--- src/rtl/proc_ctrl_seq.sv ---
// ============================================================================
// proc_ctrl_seq : multi-cycle bus/ALU control sequencer with one-deep
//                 instruction buffer. Optional macro XOR_OP_EN adds func 100 = xor.
// Revision      : 1.0
// ============================================================================
`default_nettype none

module proc_ctrl_seq #(
  parameter int RW = 3
) (
  input  logic                  clk,
  input  logic                  resetn,
  input  logic                  instr_valid,
  output logic                  instr_ready,
  input  logic [3+2*RW-1:0]     instr,
  output logic [(2**RW)+1:0]    bus_out_en,
  output logic [(2**RW)+1:0]    bus_in_en,
  output logic                  alu_sub,
  output logic                  alu_xor,
  output logic                  busy,
  output logic                  done,
  output logic                  illegal
);

  localparam int c_NREG = 2**RW;
  localparam int c_IW   = 3 + 2*RW;
  localparam int c_BW   = c_NREG + 2;
  localparam int c_DIN  = c_NREG + 1;   // DINout / Ain position
  localparam int c_G    = c_NREG;       // Gout / Gin position

  localparam logic [2:0] c_MVI = 3'b000;
  localparam logic [2:0] c_MV  = 3'b001;
  localparam logic [2:0] c_ADD = 3'b010;
  localparam logic [2:0] c_SUB = 3'b011;
`ifdef XOR_OP_EN
  localparam logic [2:0] c_XOR = 3'b100;
`endif

  localparam logic [c_BW-1:0] c_ONE = c_BW'(1);

  typedef enum logic [1:0] {
    S_IDLE = 2'd0,
    S_T1   = 2'd1,
    S_T2   = 2'd2,
    S_T3   = 2'd3
  } state_t;

  state_t            r_state;
  state_t            w_state_nxt;
  state_t            w_after_final;
  logic [c_IW-1:0]   r_ir;
  logic [c_IW-1:0]   r_pend;
  logic              r_pend_valid;

  logic [2:0]        w_func;
  logic [RW-1:0]     w_rx;
  logic [RW-1:0]     w_ry;
  logic [c_BW-1:0]   w_rx_dec;
  logic [c_BW-1:0]   w_ry_dec;
  logic              w_is_alu;
  logic              w_final;
  logic              w_xfer;
  logic              w_to_ir;

  assign w_func   = r_ir[c_IW-1 -: 3];
  assign w_rx     = r_ir[2*RW-1:RW];
  assign w_ry     = r_ir[RW-1:0];
  assign w_rx_dec = c_ONE << w_rx;
  assign w_ry_dec = c_ONE << w_ry;

`ifdef XOR_OP_EN
  assign w_is_alu = (w_func == c_ADD) || (w_func == c_SUB) || (w_func == c_XOR);
`else
  assign w_is_alu = (w_func == c_ADD) || (w_func == c_SUB);
`endif

  assign w_final     = ((r_state == S_T1) && !w_is_alu) || (r_state == S_T3);
  assign instr_ready = !r_pend_valid;
  assign w_xfer      = instr_valid && !r_pend_valid;
  // A new word goes straight to IR only when IR is free at this edge.
  assign w_to_ir     = (r_state == S_IDLE) || (w_final && !r_pend_valid);
  assign w_after_final = (r_pend_valid || w_xfer) ? S_T1 : S_IDLE;
  assign busy        = (r_state != S_IDLE);

  always_ff @(posedge clk or negedge resetn) begin
    if (!resetn) begin
      r_state <= S_IDLE;
    end else begin
      r_state <= w_state_nxt;
    end
  end

  always_ff @(posedge clk or negedge resetn) begin
    if (!resetn) begin
      r_ir         <= '0;
      r_pend       <= '0;
      r_pend_valid <= 1'b0;
    end else begin
      if (w_xfer && w_to_ir) begin
        r_ir <= instr;
      end else if (w_final && r_pend_valid) begin
        r_ir <= r_pend;
      end

      if (w_xfer && !w_to_ir) begin
        r_pend       <= instr;
        r_pend_valid <= 1'b1;
      end else if (w_final && r_pend_valid) begin
        r_pend_valid <= 1'b0;
      end
    end
  end

  always_comb begin
    w_state_nxt = r_state;
    bus_out_en  = '0;
    bus_in_en   = '0;
    alu_sub     = 1'b0;
    alu_xor     = 1'b0;
    done        = 1'b0;
    illegal     = 1'b0;
    case (r_state)
      S_IDLE: begin
        w_state_nxt = w_xfer ? S_T1 : S_IDLE;
      end
      S_T1: begin
        if (w_is_alu) begin
          bus_out_en       = w_rx_dec;
          bus_in_en[c_DIN] = 1'b1;
          w_state_nxt      = S_T2;
        end else begin
          w_state_nxt = w_after_final;
          if (w_func == c_MVI) begin
            bus_out_en[c_DIN] = 1'b1;
            bus_in_en         = w_rx_dec;
            done              = 1'b1;
          end else if (w_func == c_MV) begin
            bus_out_en = w_ry_dec;
            bus_in_en  = w_rx_dec;
            done       = 1'b1;
          end else begin
            illegal = 1'b1;
          end
        end
      end
      S_T2: begin
        bus_out_en     = w_ry_dec;
        bus_in_en[c_G] = 1'b1;
        alu_sub        = (w_func == c_SUB);
`ifdef XOR_OP_EN
        alu_xor        = (w_func == c_XOR);
`endif
        w_state_nxt    = S_T3;
      end
      S_T3: begin
        bus_out_en[c_G] = 1'b1;
        bus_in_en       = w_rx_dec;
        done            = 1'b1;
        w_state_nxt     = w_after_final;
      end
      default: begin
        w_state_nxt = S_IDLE;
      end
    endcase
  end

endmodule

`default_nettype wire

--- config.mk ---
export PLATFORM = sky130hd
export DESIGN_NAME = proc_ctrl_seq
export DESIGN_NICKNAME = d
export VERILOG_FILES = /design/src/rtl/proc_ctrl_seq.sv
export SDC_FILE = /design/constraint.sdc
export NUM_CORES = 1
export LEC_CHECK = 0
export CORE_MARGIN = 4
export CORE_UTILIZATION = 45
export DETAILED_ROUTE_END_ITERATION = 10
export PLACE_DENSITY = 0.76
export SYNTH_ARGS = -nofsm -noshare
export SYNTH_HDL_FRONTEND = slang
export SYNTH_SLANG_ARGS = --single-unit
--- constraint.sdc ---
create_clock -name clk -period 5.7 [get_ports clk]
set_input_delay 0.57 -clock clk [delete_from_list [all_inputs] [get_ports clk]]
set_output_delay 0.57 -clock clk [all_outputs]
set_load 0.05 [all_outputs]
==> implementation parameters, run 1 <==
Parameter                              Value

Outcome
  Status    finished clean

Hold path
  Min-Delay Path Class    flip-flop to flip-flop

Synth
  Distinct cell type count of the synthesized netlist    38
  Yosys reg bits    21
  Synthesized area    approximately 1400 um^2
  Mean Syn Cell Area    10.22 um^2
  Number of standard cells after synthesis    134
  Number of enable-type register cells in the synthesized netlist    0
  Share of Yosys cell area claimed by the top area cell type    0.3839
  Cell types occupying the most area after synthesis    sky130_fd_sc_hd__dfrtp_1 38%, sky130_fd_sc_hd__mux2_2 20%, sky130_fd_sc_hd__ha_1 5.5%
  Post-synth top flop    sky130_fd_sc_hd__dfrtp_1
  Async SR Flop Fraction    1.000
  Sequential share of the synthesized area    0.3839
  Cell taking the most area after synthesis    sky130_fd_sc_hd__dfrtp_1
  Warnings, synthesis    0
  Synthesized netlist net count    152

Final layout
  Antenna diodes    0
  Share of post-route cells with drive strength above 1    0.2143
  Area growth, synth to finish    29.25%
  Layout Nets    187
  Final standard cell area without fillers    1769 um^2

Routing
  Number of design-rule violations left by the first detailed-router iteration    53
  Routed wirelength normalized by instance count    14.83 um
  Routed vias/inst    5.578
  Wirelength, routed    2951 um
  Vias after detailed routing    1110
  Post-detailed-route DRC marker count    0
  Antenna Nets Post-Route    0
  Number of detailed-routing iterations run before antenna repair    4

Run
  Number of max-cap violations    0

Timing
  FMAX    282.8 MHz
  Max transition margin    0.3911
  Final count of hold timing violations    0
  Final worst path period share    0.6204
  Final total negative setup slack    0 ns
  Worst hold slack    between 0.5 and 0.6 ns
  Unrepaired setup endpoints after global routing    no
  Slew of the pin with the lowest slew margin    between 0.9 and 1 ns
  Fin Clk Skew    between 0.006 and 0.007 ns
  Setup Viol. Count Final    0
  Min Clock Period, post-route    ~3.5 ns
  Pins over their slew limit    0

Worst setup path
  Worst Setup Start Kind    flip-flop
  Category of the critical setup timing path    flip-flop to output pin
  Data arrival time of the critical path    between 2 and 3 ns
  Critical Path End Type    output pin
  Data required time of the worst path    5.13 ns
  Largest fanout on the critical path    8

CTS
  Number of buffers created by CTS    3
  Count of buffers added by post-CTS timing repair for setup    0
  Number of buffers between clock root and the deepest sink    2
  Clock Pin Slew Worst Setup and Hold Paths    between 0.1 and 0.15 ns
  CTS root buffer    sky130_fd_sc_hd__clkbuf_4
  CTS tree    built
  Hold buffer count at cts    0
  Total of cells resized after clock tree synthesis    0
  H-Tree Level Count    1
  Clock Latency Late Sink    0.30 ns
  # clock sinks    21

Floorplanning
  Number of top-level pins    38
  Die Span Y    63.15 um
  Area of the core region    2829 um^2
  Effective utilization at floorplan    0.4839
  Row cnt    19
  Die outline area    ~4000 um^2
  Horizontal extent of the die    63.15 um

Global routing
  Total gr overflow    0
  Global-route total usage across every layer    0.1612
  Largest net degree at the start of global routing    22
  Number of global-route vias before repair    1089
  Wire length of the first global-routing pass    5154 um
  Number of antenna violations at the first check in global routing    0

Power
  Total power density per cell area    roughly 520 nW/um^2
  Switching component of the power    0.4234 mW
  Sequential group share of total power    0.343
  Proportion of power drawn by the clock network    0.076
  Sw frac    0.4601
  Comb power frac    0.581
  Worst voltage drop across the vdd grid    0.3061 mV
  Leakage component of the power    0.7105 nW
  Internal power summed over all cells    0.4969 mW

Place
  Final HPWL from detailed placement    roughly 2300 um
  Number of port buffers    36
  Final weighted congestion in routability-driven placement    between 0.8 and 0.9
  Area post-placement    1742 um^2
cell usage after synthesis (all sizes together), types with 2 or more instances:
library cell,count
nand3,2
and3b,2
nor3b,2
nand2,8
and2,4
dfrtp,21
o21a,5
ha,6
a21oi,5
o22ai,3
inv,6
nor2b,4
nor4b,3
nor2,7
nand2b,4
mux2,24
clkbuf,5
nor3,5
o21ai,4
layout make-up:
class	count	area [um^2]
Sequential cell	21	525.5
Fill cell	246	1060
Clock inverter	1	5.005
Tap cell	31	38.79
Multi-Input combinational cell	101	794.5
Clock buffer	3	22.52
Timing Repair Buffer	36	360.3
Inverter	6	22.52
placed cells by master, fill, tap and decap left out, types with 2 or more instances in the layout:
master                            netlist  final
sky130_fd_sc_hd__clkdlybuf4s50_1        0     36
sky130_fd_sc_hd__mux2_2                24     24
sky130_fd_sc_hd__dfrtp_1               21     21
sky130_fd_sc_hd__nand2_1                8      8
sky130_fd_sc_hd__nor2_1                 7      7
sky130_fd_sc_hd__inv_1                  6      6
sky130_fd_sc_hd__ha_1                   6      6
sky130_fd_sc_hd__o21a_1                 5      5
sky130_fd_sc_hd__nand2b_1               4      4
sky130_fd_sc_hd__nor3_1                 4      4
sky130_fd_sc_hd__a21oi_1                4      4
sky130_fd_sc_hd__nor2b_1                4      4
sky130_fd_sc_hd__o22ai_1                3      3
sky130_fd_sc_hd__and2_1                 3      3
sky130_fd_sc_hd__nor4b_1                3      3
sky130_fd_sc_hd__o21ai_0                3      3
sky130_fd_sc_hd__clkbuf_4               0      3
sky130_fd_sc_hd__nor3b_1                2      2
sky130_fd_sc_hd__nand3_1                2      2
cells by family (layout without fill, tap and decap cells):
kind of cell,Yosys count,in the layout,synth area share
buffers and inverters,12,46,0.03565
adders and majority gates,6,6,0.05484
and+or+nand+nor,47,47,0.2084
muxes,25,25,0.2048
AOI/OAI and AO/OA,22,22,0.1097
other,1,1,0.002740
DFF,21,21,0.3839
power by group through the flow:
stage,logic [mW],registers (mW),clock network (mW)
after floorplan,0.455,0.264,0
after global placement,0.525,0.311,0
after detailed placement,0.538,0.318,0
after CTS,0.541,0.314,0.0725
after global routing,0.583,0.333,0.0797
final,0.535,0.315,0.0699
worst max-delay path, cell delays in order (launching register included):
cell                              delay (ns)
sky130_fd_sc_hd__dfrtp_1                0.44
sky130_fd_sc_hd__inv_1                  0.13
sky130_fd_sc_hd__ha_1                   0.29
sky130_fd_sc_hd__nor3b_1                0.30
sky130_fd_sc_hd__a21oi_1                0.25
sky130_fd_sc_hd__nor4b_1                0.31
sky130_fd_sc_hd__o21a_1                 0.16
sky130_fd_sc_hd__clkdlybuf4s50_1        0.80
flip-flops by register name, indices dropped and copies added (netlist names), named ones only:
signal,cells
r_ir,9
r_pend,9
r_state,1
r_pend_valid,1
final timing paths:
| path | cells after the start | slack, ns | end | start |
|---|---|---|---|---|
| setup / recovery | 7 | 2.16 | bus_out_en[1] | flip-flop |
| hold / removal | 1 | 0.51 | r_pend[4] | r_pend[4] |
| hold reg to reg | 1 | 0.51 | r_pend[4] | r_pend[4] |
| setup reg to reg | 6 | 3.62 | r_ir[6] | flip-flop |
| max in group asynchronous | 1 | 4.37 | r_pend[0] | resetn |
| min in group asynchronous | 1 | 0.77 | async pin | resetn |
routing by layer:
metal	wire [um]	up-vias	part of all wire	track usage
met2	1512	27	0.51	0.2846
met3	130	4	0.044	0.03020
met5	0	-	0	0
met4	27	0	0.0091	0.04132
met1	1279	540	0.43	0.2007
li1	-	539	-	-
through the flow:
stage	instances	worst slack (ns)	power (mW)	util
finish	199	2.164	0.9204	0.6254
global placement	195	2.607	0.8359	0.6157
detailed placement	195	2.507	0.8563	0.6157
CTS	199	2.152	0.9278	0.6254
global route	199	1.875	0.9966	0.6254
floorplan	134	2.495	0.7191	-
Note: power is estimated with default switching activity, not from simulation.
==> run 2: changes to the inputs <==
CORE_UTILIZATION = 43   (was 45)
clock period = 3.2 ns   (was 5.7 ns; I/O delays follow)
==> run 2 against run 1 <==
Design area rose by 0.50%. First-iteration DRC count grew to 3.0 times the previous value. Combinational power increased by 80%. Clock skew is 0.0023 ns lower.
==> implementation parameters, run 2 (synthesized netlist as in run 1, its figures left out) <==
Parameter                              Value

Outcome
  Status    finished clean

Timing
  Final count of hold timing violations    0 (unchanged)
  Setup Viol. Count Final    0 (unchanged)
  Final worst path period share    0.9377
  Final total negative setup slack    0 ns (unchanged)
  Min Clock Period, post-route    3.001 ns
  Fin Clk Skew    0.004324 ns (-0.002298 ns)
  FMAX    roughly 330 MHz
  Slew of the pin with the lowest slew margin    0.9430 ns (+0.03246 ns)
  Pins over their slew limit    0 (unchanged)
  Worst Setup Slack, final    0.1995 ns (-1.964 ns)
  Unrepaired setup endpoints after global routing    no
  Max transition margin    0.3693 (-0.02171)

Worst setup path
  Critical Path End Type    output pin
  Crit-path slowest cell    sky130_fd_sc_hd__clkdlybuf4s50_1
  Data arrival time of the critical path    2.68 ns (-0.29 ns)
  Crit-path cells    inv_1, ha_1, nor3b_1, or2_2, nand2b_1, nor2_1, clkdlybuf4s50_1
  Logic depth of the worst register-to-register path    6 (unchanged)
  Worst Setup Start Kind    flip-flop
  Category of the critical setup timing path    flip-flop to output pin
  Reg-to-reg endpoint    r_ir[2]
  Data required time of the worst path    2.88 ns (-2.25 ns)
  Delay of the slowest cell on the worst path    0.80 ns (about the same)
  Largest fanout on the critical path    8 (unchanged)
  Critical path's top delay family    buffers and inverters
  Number of buffers and inverters on the critical path    2 (unchanged)
  R2r setup slk    1.12 ns (-2.50 ns)

Hold path
  Min-Delay Path Class    flip-flop to flip-flop
  Number of instances on the worst hold path    1 (unchanged)
  Min-Delay Startpoint    r_pend[0]
  Hold EP    r_pend[0]

Place
  Final HPWL from detailed placement    2441 um (+5.8%)
  Final weighted congestion in routability-driven placement    0.8825 (+2.8%)
  Number of port buffers    36 (unchanged)
  Place WS    0.2448 ns (-2.263 ns)
  Number of placed cells counting well taps    208 (+6.7%)
  Area post-placement    1755 um^2 (+0.79%)

Final layout
  Layout Nets    187 (unchanged)
  Biggest regs    r_ir: 9 flops, r_pend: 9 flops
  Final standard cell area without fillers    1778 um^2 (+0.50%)
  Share of post-route cells with drive strength above 1    0.2440 (+0.02976)
  Antenna diodes    0 (unchanged)
  Commonest non-fill, non-tap cell in the layout    sky130_fd_sc_hd__clkdlybuf4s50_1
  Area growth, synth to finish    29.89%
  Commonest non-fill, non-tap cells in the layout    25 x sky130_fd_sc_hd__clkdlybuf4s50_1, 24 x sky130_fd_sc_hd__mux2_2, 21 x sky130_fd_sc_hd__dfrtp_1
  Number of fillers in the final layout    281 (+14%)
  Final standard cell count with taps included and fillers excluded    212 (+6.5%)

Floorplanning
  Number of top-level pins    38 (unchanged)
  Die Span Y    64.42 um (+2.0%)
  Area of the core region    3053 um^2 (+7.9%)
  Row cnt    20 (+1)
  Die outline area    4150 um^2 (+4.1%)
  Horizontal extent of the die    64.42 um (+2.0%)
  Effective utilization at floorplan    0.4484 (-0.03550)

CTS
  Number of buffers between clock root and the deepest sink    2 (unchanged)
  Hold buffer count at cts    0 (unchanged)
  Clock Pin Slew Worst Setup and Hold Paths    0.12 ns (about the same)
  # clock sinks    21 (unchanged)
  Clock Latency Late Sink    0.30 ns (about the same)
  H-Tree Level Count    1 (unchanged)
  CTS root buffer    sky130_fd_sc_hd__clkbuf_4
  Count of buffers added by post-CTS timing repair for setup    0 (unchanged)
  Number of buffers created by CTS    3 (unchanged)
  CTS tree    built

Global routing
  Number of antenna violations at the first check in global routing    0 (unchanged)
  Largest net degree at the start of global routing    22 (unchanged)
  Global-route total usage across every layer    0.1689 (+0.007686)
  Number of global-route vias before repair    1118 (+2.7%)
  Wire length of the first global-routing pass    5430 um (+5.4%)
  Total gr overflow    0 (unchanged)

Routing
  Routed wirelength normalized by instance count    14.98 um (+0.99%)
  Vias after detailed routing    1129 (+1.7%)
  Routed vias/inst    5.325 (-4.5%)
  Post-detailed-route DRC marker count    0 (unchanged)
  Number of design-rule violations left by the first detailed-router iteration    161 (+200%)
  Number of detailed-routing iterations run before antenna repair    4 (unchanged)
  Antenna Nets Post-Route    0 (unchanged)
  Wirelength, routed    3175 um (+7.6%)

Power
  Total power density per cell area    934.2 nW/um^2 (+80%)
  Worst voltage drop across the vdd grid    0.3576 mV (+17%)
  Leakage component of the power    0.8289 nW (+17%)

Run
  Number of max-cap violations    0 (unchanged)
[run 2: layout make-up]
cell class	instances	area [um^2]	share of cell area
repair buffers	36	352.8	0.1985
flip-flops and latches	21	525.5	0.2956
inverters	6	22.52	0.01267
well taps	44	55.05	0.03096
clock inverters	1	5.005	0.002815
multi-input cells	101	794.5	0.4469
clock buffers	3	22.52	0.01267
[run 2: stage by stage]
step                power (mW)    util  hold slack [ns]
floorplan                1.281       -          0.02441
global placement         1.490  0.5750           0.4838
detailed placement       1.539  0.5750           0.4921
CTS                      1.667  0.5824           0.5227
global route             1.782  0.5824           0.5419
finish                   1.661  0.5824           0.5235
[run 2: worst max-delay path by stage]
stage | slack, ns | start | to | cells past startpoint
after floorplan | 0.25 | r_state[0] | bus_out_en[6] | 5
after global placement | 0.35 | flip-flop | bus_out_en[6] | 7
after detailed placement | 0.24 | flip-flop | bus_out_en[2] | 7
after CTS | 0.005 | flip-flop | bus_out_en[0] | 7
after global routing | 0.009 | flip-flop | bus_in_en[2] | 7
final | 0.20 | flip-flop | bus_in_en[2] | 7
[run 2: what timing repair did]
| item | in CTS | in global routing |
|---|---|---|
| gates cloned | 0 | 0 |
| pin swaps | 0 | 0 |
| gates resized for setup | 4 | 15 |
| endpoints found under the setup margin | 4 | 10 |
[run 2: metal layers]
layer  track usage  part of all wire
met1        0.2148              0.42
met4       0.07124             0.014
met5             0                 0
met2        0.2835              0.50
met3       0.02773             0.063
[run 2: where the power goes]
part	total, mW	switching [mW]	internal, mW
logic	0.965	0.530	0.435
clock network	0.127	0.0809	0.0465
registers	0.569	0.168	0.400
total	1.66	0.779	0.882
==> run 3: changes to the inputs <==
CORE_MARGIN = 2   (was 4)
HOLD_SLACK_MARGIN = 0.03   (was not set)
==> run 3 against run 2 <==
Global-route usage is 0.20 points lower. Final cell count stayed put. Sequential share of layout area hardly changed. Worst hold slack worse by 0.0051 ns. Core utilization hardly changed. Critical path depth stayed put. Non-clock buffer count stayed put. Critical endpoint is now bus_in_en[0].
==> implementation parameters, run 3 (synthesized netlist as in run 1, its figures left out) <==
Parameter                              Value

Run
  Number of max-cap violations    0 (unchanged)

Routing
  Vias after detailed routing    1090 (-3.5%)
  Routed wirelength normalized by instance count    13.58 um (-9.3%)
  Number of design-rule violations left by the first detailed-router iteration    62 (-61%)
  Antenna Nets Post-Route    0 (unchanged)
  Routed vias/inst    5.142 (-3.5%)
  Post-detailed-route DRC marker count    0 (unchanged)
  Number of detailed-routing iterations run before antenna repair    4 (unchanged)
  Wirelength, routed    2879 um (-9.3%)

Global routing
  M1 GR Usage    0.2170 (+0.002223)
  Total gr overflow    0 (unchanged)
  Number of antenna violations at the first check in global routing    0 (unchanged)
  Global routing met2 resource utilization    0.2919 (+0.008420)
  Wire length of the first global-routing pass    4574 um (-16%)
  Met3 Usage GRT    0.01279 (-0.01494)
  Number of global-route vias before repair    986 (-12%)
  GR peak layer    met2
  Largest net degree at the start of global routing    22 (unchanged)
  Global-route total usage across every layer    0.1669 (-0.001990)

Timing
  Setup Viol. Count Final    0 (unchanged)
  Slew of the pin with the lowest slew margin    0.9480 ns (+0.004991 ns)
  Fin Clk Skew    0.002766 ns (-0.001559 ns)
  Final worst path period share    0.9485 (+0.01083)
  Pins over their slew limit    0 (unchanged)
  Min Clock Period, post-route    3.035 ns (+0.03465 ns)
  FMAX    329.5 MHz (-1.1%)
  Unrepaired setup endpoints after global routing    no
  Worst Setup Slack, final    0.1648 ns (-0.03465 ns)
  Max transition margin    0.3660 (-0.003338)
  Final total negative setup slack    0 ns (unchanged)
  Final count of hold timing violations    0 (unchanged)

Place
  Place WS    0.2184 ns (-0.02638 ns)
  Final HPWL from detailed placement    2147 um (-12%)
  Final weighted congestion in routability-driven placement    0.9265 (+5.0%)
  Number of port buffers    36 (unchanged)

Power
  Worst voltage drop across the vdd grid    0.3799 mV (+6.2%)
  Leakage component of the power    0.7770 nW (-6.3%)
  Proportion of power drawn by the clock network    0.078 (about the same)
  Total power density per cell area    923.0 nW/um^2 (-1.2%)
  Internal power summed over all cells    0.8821 mW (about the same)
  Sw frac    0.4629 (-0.006042)
  Comb power frac    0.580 (about the same)
  Switching component of the power    0.7602 mW (-2.4%)
  Sequential group share of total power    0.342 (about the same)

Worst setup path
  Crit-path slowest cell    sky130_fd_sc_hd__clkdlybuf4s50_1
  Delay of the slowest cell on the worst path    0.83 ns (+0.03 ns)
  Critical Path End Type    output pin
  Worst Setup Start Kind    flip-flop
  Critical path's top delay family    buffers and inverters
  Crit-path cells    inv_1, ha_1, nor3b_1, or2_2, nand2b_1, nor3_1, clkdlybuf4s50_1
  Number of buffers and inverters on the critical path    2 (unchanged)
  Largest fanout on the critical path    8 (unchanged)
  Data required time of the worst path    2.88 ns (about the same)
  Data arrival time of the critical path    2.72 ns (+0.04 ns)
  Category of the critical setup timing path    flip-flop to output pin

Final layout
  Number of fillers in the final layout    276 (-1.8%)
  Biggest regs    r_ir: 9 flops, r_pend: 9 flops
  Area growth, synth to finish    29.98% (about the same)
  Commonest non-fill, non-tap cell in the layout    sky130_fd_sc_hd__clkdlybuf4s50_1
  Multi-input gate area in the final layout    794.5 um^2 (unchanged)
  Antenna diodes    0 (unchanged)
  Share of post-route cells with drive strength above 1    0.2321 (-0.01190)
  Commonest non-fill, non-tap cells in the layout    28 x sky130_fd_sc_hd__clkdlybuf4s50_1, 24 x sky130_fd_sc_hd__mux2_2, 21 x sky130_fd_sc_hd__dfrtp_1
  Layout Nets    187 (unchanged)
  Final cell utilization of the core    0.5828 (about the same)
  FF/Latch Area    525.5 um^2 (unchanged)

Floorplanning
  Effective utilization at floorplan    0.4484 (unchanged)
  Area of the core region    3053 um^2 (unchanged)
  Number of top-level pins    38 (unchanged)
  Horizontal extent of the die    60.42 um (-6.2%)
  Die outline area    3651 um^2 (-12%)
  Row cnt    20 (unchanged)
  Die Span Y    60.42 um (-6.2%)

CTS
  CTS root buffer    sky130_fd_sc_hd__clkbuf_4
  Number of buffers between clock root and the deepest sink    2 (unchanged)
  Clock Pin Slew Worst Setup and Hold Paths    0.12 ns (about the same)
  Clock Latency Late Sink    0.30 ns (about the same)
  CTS tree    built
  H-Tree Level Count    1 (unchanged)
  Number of buffers created by CTS    3 (unchanged)
  Count of buffers added by post-CTS timing repair for setup    0 (unchanged)
  Total of cells resized after clock tree synthesis    4 (unchanged)
  # clock sinks    21 (unchanged)
  Hold buffer count at cts    0 (unchanged)

Hold path
  Min-Delay Path Class    flip-flop to flip-flop

Outcome
  Status    finished clean
## run 3: final timing paths
| check | start | end | slack, ns | depth (start not counted) |
|---|---|---|---|---|
| min in group asynchronous | resetn | r_pend[8] | 0.53 | 1 |
| hold / removal | r_pend[3] | r_pend[3] | 0.52 | 1 |
| setup / recovery | flip-flop | bus_in_en[0] | 0.16 | 7 |
| hold reg to reg | r_pend[3] | r_pend[3] | 0.52 | 1 |
| setup reg to reg | flip-flop | r_ir[4] | 1.16 | 6 |
| max in group asynchronous | resetn | r_ir[8] | 2.09 | 1 |
## run 3: area by class of cell
class                      count  share of cell area
tap                           44             0.03094
sequential                    21              0.2954
clock inverter                 1            0.002813
clock buffer                   3             0.01266
multi-input combinational    101              0.4466
inverter                       6             0.01266
timing repair buffer          36              0.1990
## run 3: power by group through the flow
stage	clock network, mW	registers, mW	logic, mW
2_1_floorplan	0	0.471	0.810
3_3_place_gp	0	0.553	0.932
3_5_place_dp	0	0.564	0.956
4_1_cts	0.133	0.556	0.959
5_1_grt	0.143	0.585	1.02
6_report	0.128	0.562	0.953
## run 3: worst reg2reg max path, cell delays in order (launching register included)
cell,delay (ns)
sky130_fd_sc_hd__dfrtp_1,0.44
sky130_fd_sc_hd__inv_1,0.12
sky130_fd_sc_hd__ha_1,0.29
sky130_fd_sc_hd__nand2_1,0.10
sky130_fd_sc_hd__o21ai_2,0.36
sky130_fd_sc_hd__mux2_2,0.38
sky130_fd_sc_hd__mux2_2,0.26
## run 3: per-stage QoR
stage / hold WS [ns] / total power, mW / instances / area (um^2)
CTS: 0.5204 / 1.648 / 212 / 1778
global route: 0.5332 / 1.753 / 212 / 1779
detailed placement: 0.4913 / 1.520 / 208 / 1755
global placement: 0.4848 / 1.485 / 208 / 1755
finish: 0.5184 / 1.642 / 212 / 1779
floorplan: 0.02441 / 1.281 / 134 / 1369
## run 3: layer usage
metal	wire length, um	share of wire
met5	0	0
met4	27	0.0094
met3	156	0.054
met2	1415	0.49
met1	1280	0.44
